[config.mk]
export PLATFORM = sky130hd
export DESIGN_NAME = dds_sweep_ctrl
export DESIGN_NICKNAME = d
export VERILOG_FILES = /design/src/rtl/dds_sweep_ctrl.sv
export SDC_FILE = /design/constraint.sdc
export NUM_CORES = 1
export LEC_CHECK = 0
export ABC_CLOCK_PERIOD_IN_PS = 10120
export BUFFER_PORTS_ARGS = -buffer_cell sky130_fd_sc_hd__buf_2
export CORE_MARGIN = 4
export CORE_UTILIZATION = 60
export DETAILED_ROUTE_END_ITERATION = 10
export PLACE_DENSITY_LB_ADDON = 0.15
export SLEW_MARGIN = 20
export SYNTH_ARGS = -nofsm -noshare
export SYNTH_HDL_FRONTEND = slang
export SYNTH_SLANG_ARGS = --single-unit
[constraint.sdc]
create_clock -name clk -period 10.12 [get_ports clk]
set_clock_uncertainty 0.2 [all_clocks]
set_input_delay 1.012 -clock clk [delete_from_list [all_inputs] [get_ports clk]]
set_output_delay 1.012 -clock clk [all_outputs]
set_load 0.1 [all_outputs]
[src/rtl/dds_sweep_ctrl.sv]
// Frequency-sweep sequencer for the DDS core: steps freq_word from f_start to f_stop,
// holding each word dwell+1 cycles, in single-shot, sawtooth or triangle shape.
module dds_sweep_ctrl #(
  parameter int FW = 6,
  parameter int DW = 16
) (
  input  logic          clk,
  input  logic          rst,
  input  logic          start,
  input  logic          abort,
  input  logic [FW-1:0] f_start,
  input  logic [FW-1:0] f_stop,
  input  logic [FW-1:0] f_step,
  input  logic [DW-1:0] dwell,
  input  logic [1:0]    mode,
  output logic [FW-1:0] freq_word,
  output logic          dds_rst,
  output logic          busy,
  output logic          done,
  output logic          wrap
);

  typedef enum logic [1:0] {IDLE, DWELL, DONE} state_t;

  state_t        state;
  logic [FW-1:0] fs_r, fe_r, st_r, target;
  logic [DW-1:0] dwell_r, cnt;
  logic [1:0]    mode_r;
  logic          accept;
  logic [FW-1:0] tgt_swap;

  // One step toward tgt, clamped so the endpoint is hit exactly and never wrapped past.
  function automatic logic [FW-1:0] step_toward(input logic [FW-1:0] cur,
                                                input logic [FW-1:0] tgt,
                                                input logic [FW-1:0] stp);
    logic signed [FW+1:0] c, t, s, n;
    c = $signed({2'b00, cur});
    t = $signed({2'b00, tgt});
    s = $signed({2'b00, stp});
    if (cur <= tgt) begin
      n = c + s;
      if (n > t) n = t;
    end else begin
      n = c - s;
      if (n < t) n = t;
    end
    return n[FW-1:0];
  endfunction

  assign accept   = (state == IDLE) && start && !abort;
  assign tgt_swap = (target == fe_r) ? fs_r : fe_r;

  // Sweep configuration is pure data: captured on acceptance, no reset needed.
  always_ff @(posedge clk) begin
    if (accept) begin
      fs_r    <= f_start;
      fe_r    <= f_stop;
      st_r    <= (f_step == '0) ? FW'(1) : f_step;
      dwell_r <= dwell;
      mode_r  <= mode;
    end
  end

  always_ff @(posedge clk or posedge rst) begin
    if (rst) begin
      state     <= IDLE;
      freq_word <= '0;
      dds_rst   <= 1'b0;
      busy      <= 1'b0;
      done      <= 1'b0;
      wrap      <= 1'b0;
      cnt       <= '0;
      target    <= '0;
    end else begin
      dds_rst <= 1'b0;
      done    <= 1'b0;
      wrap    <= 1'b0;
      case (state)
        IDLE: begin
          if (accept) begin
            state     <= DWELL;
            freq_word <= f_start;
            dds_rst   <= 1'b1;
            busy      <= 1'b1;
            cnt       <= dwell;
            target    <= f_stop;
          end
        end
        DWELL: begin
          if (abort) begin
            state     <= IDLE;
            freq_word <= '0;
            busy      <= 1'b0;
          end else if (cnt != '0) begin
            cnt <= cnt - DW'(1);
          end else if (freq_word != target) begin
            freq_word <= step_toward(freq_word, target, st_r);
            cnt       <= dwell_r;
          end else begin
            case (mode_r)
              2'b01: begin
                freq_word <= fs_r;
                dds_rst   <= 1'b1;
                wrap      <= 1'b1;
                cnt       <= dwell_r;
              end
              2'b10: begin
                // Turnaround takes the first step immediately so the endpoint is not held twice.
                target    <= tgt_swap;
                freq_word <= step_toward(freq_word, tgt_swap, st_r);
                wrap      <= 1'b1;
                cnt       <= dwell_r;
              end
              default: begin
                state     <= DONE;
                freq_word <= '0;
                busy      <= 1'b0;
                done      <= 1'b1;
              end
            endcase
          end
        end
        DONE:    state <= IDLE;
        default: state <= IDLE;
      endcase
    end
  end

endmodule
==> results.cfg <==
[status]
outcome = completed

[drt]
vias = 4280
drt_first_iter_violations = 293
drt-total-wl_um = 13600
antenna_left = 0
drcViolationCount = 0
wl_per_cell_um = 20.0
dr.pass1.iters = 5
via_per_inst = 6.29

[layout]
nets = 659
drive_above_1_share = 0.161
diodes = 0
area_growth_pct = 10.5
final_core_util = 0.695
final_area_um2 = 5480

[global_routing]
grt_max_degree = 40
grt_pass1_vias = 4243
antenna_found_initial = 0
grt_overflow = 0
grt_pass1_wl_um = 22300
grt_usage = 0.292

[logic_synthesis]
syn-cell-area_um2 = 4960
ys_async_sr_fraction = 0.486
synth_seq_cells = 70
synth_cells = 528
synth_flop_cell = edfxtp_1
synth_edf_count = 36
yosys-top-cells-area = edfxtp_1, dfrtp_1, ha_1
yosys-top-cells-count = a21oi_1, nor2_1, ha_1
synth.most_common_cell = a21oi_1
seq_area_frac_synth = 0.390
synth_fp_nets = 614
synth_area_per_cell_um2 = 9.39
synth_area_leader_cell = edfxtp_1
synthDistinctLibCells = 74
ys_warn_count = 0
synth_top_area_share = 0.218

[hold_path]
hold_depth = 1
min_path_type = reg2reg

[timing]
setup_slack_ps = 5730
tightest_slew_ps = 992
drv_slew = 0
rsz0062_at_grt = false
fmax_mhz = 228
max_slew_margin = 0.339
fin_crit_sh = 0.434
hold_viol = 0
period_needed_ps = 4390
finalSetupViolations = 0
fin_setup_tns_ps = 0

[setup_path]
required_ps = 10170
cp_slowest_cell = dfrtp_1
cp_slowest_stage_delay_ps = 550
critPathKind = reg2reg
path_max_fanout = 8
start_kind = register
path_buf_inv = 1
end_kind = register
crit_family = compound AO/OA/AOI/OAI gates
crit_cells = 15
cp_cell_sequence = inv_1 -> fa_1 -> o21ba_2 -> nor2_1 -> nor2_1 -> xnor2_1 -> ha_1 -> a21o_1 -> a21oi_1 -> and2_1 -> o21ai_0 -> o221ai_1 -> mux2i_1 -> and2_1 -> o31ai_1
crit_arrival_ps = 4440
rr_worst_depth = 15

[floorplanning]
die-area_um2 = 9780
die_w_um = 98.9
initial_core_util = 0.629
rows = 32
core-area_um2 = 7890
pin_count = 50
die_h_um = 98.9

[power_and_ir_drop]
p_total_mw = 1.14
p_leak_nw = 2.36
ir_worst_vdd_v = 0.000124
power.density_nw_per_um2 = 209

[place]
io_buffers = 49
hpwl_um = 10400
place_ws_ps = 5830
globalplace.congestion = 1.00
placed_area_um2 = 5280

[clocking]
hold_buffers = 0
root_buffer = clkbuf_8
cts_resized = 0
worstSkewPairLatency_ps = 350
cts_tree = built
post_cts_buffers = 0
cts.sinks = 70
clock_path_buffers = 2
clkTransAtPathRegs_ps = 80
htree_levels = 3
cts-buffers-inserted = 9

[job]
max_cap_violations = 0
==> metal layers <==
metal	vias up	track usage	wire, µm
li1	2037	-	-
met1	2037	0.417	6220
met2	177	0.436	6010
met3	29	0.0814	1090
met4	0	0.0798	306
met5	-	0	0
==> worst paths after layout <==
kind	from	end	slack [ps]
max	freq_word[1]$_DFFE_PP0P_	freq_word[1]$_DFFE_PP0P_	5730
min	state[1]$_DFFE_PP0P_	dds_rst$_DFF_PP0_	320
max reg2reg	freq_word[1]$_DFFE_PP0P_	freq_word[1]$_DFFE_PP0P_	5730
min reg2reg	state[1]$_DFFE_PP0P_	dds_rst$_DFF_PP0_	320
max in group asynchronous	rst	target[5]$_DFFE_PP0P_	8820
min in group asynchronous	rst	wrap$_DFF_PP0_	560
==> cell usage in the layout (no fill, tap or decap), types with 3 or more instances in the layout <==
cell type / synthesis / final
o21bai_1: 6 / 6
and2_1: 7 / 7
o31ai_1: 4 / 4
nor3_1: 6 / 6
or4_1: 4 / 4
xor2_1: 5 / 5
nor2b_1: 4 / 4
nor2_1: 48 / 48
o211ai_1: 6 / 6
buf_2: 2 / 49
nand2_1: 31 / 31
mux2i_1: 9 / 9
edfxtp_1: 36 / 36
a21oi_1: 49 / 49
nand3_1: 18 / 18
nand2_2: 3 / 3
buf_4: 0 / 5
xnor2_1: 15 / 15
o21ai_0: 31 / 31
ha_1: 44 / 44
inv_1: 34 / 34
a31oi_1: 7 / 7
clkbuf_8: 0 / 9
nand2b_1: 7 / 7
a2111oi_2: 3 / 3
and3_1: 7 / 7
a211oi_1: 9 / 9
a21o_1: 13 / 13
a21boi_0: 3 / 3
or3_1: 4 / 4
a22oi_1: 3 / 3
nor4_1: 5 / 5
o21ai_1: 5 / 5
dfrtp_1: 34 / 34
o221ai_1: 3 / 3
==> registers in the layout, summed over array words and instances (netlist names), 2 cells and up <==
register   count
cnt           16
dwell_r       16
fe_r           6
freq_word      6
fs_r           6
st_r           6
target         6
mode_r         2
state          2
==> final cells by class <==
type	instances	area (µm²)
clock buffer	9	124
clock inverter	7	73.8
fill	625	2410
inverter	36	135
multi-input combinational	402	2810
sequential	70	1930
tap	102	128
timing repair buffer	54	283
==> stage by stage <==
stage	hold slack (ps)	cells
3_3_place_gp	296	664
3_5_place_dp	302	664
4_1_cts	323	680
5_1_grt	353	680
2_1_floorplan	261	528
6_report	318	680
==> logic make-up after synthesis <==
logic type	Yosys count	share of synthesized area
simple gates	161	0.168
fa+ha+maj	46	0.119
xor+xnor	20	0.0353
buf+inv	56	0.0447
compound gates	163	0.217
flops	70	0.390
mux	12	0.0273
==> where the power goes <==
group / switching, mW / internal, mW / leakage (nW)
clock network: 0.112 / 0.115 / 0.0996
registers: 0.0499 / 0.338 / 0.758
logic: 0.338 / 0.192 / 1.50
total: 0.500 / 0.645 / 2.36
No activity file was read; power rests on OpenSTA's default activity.
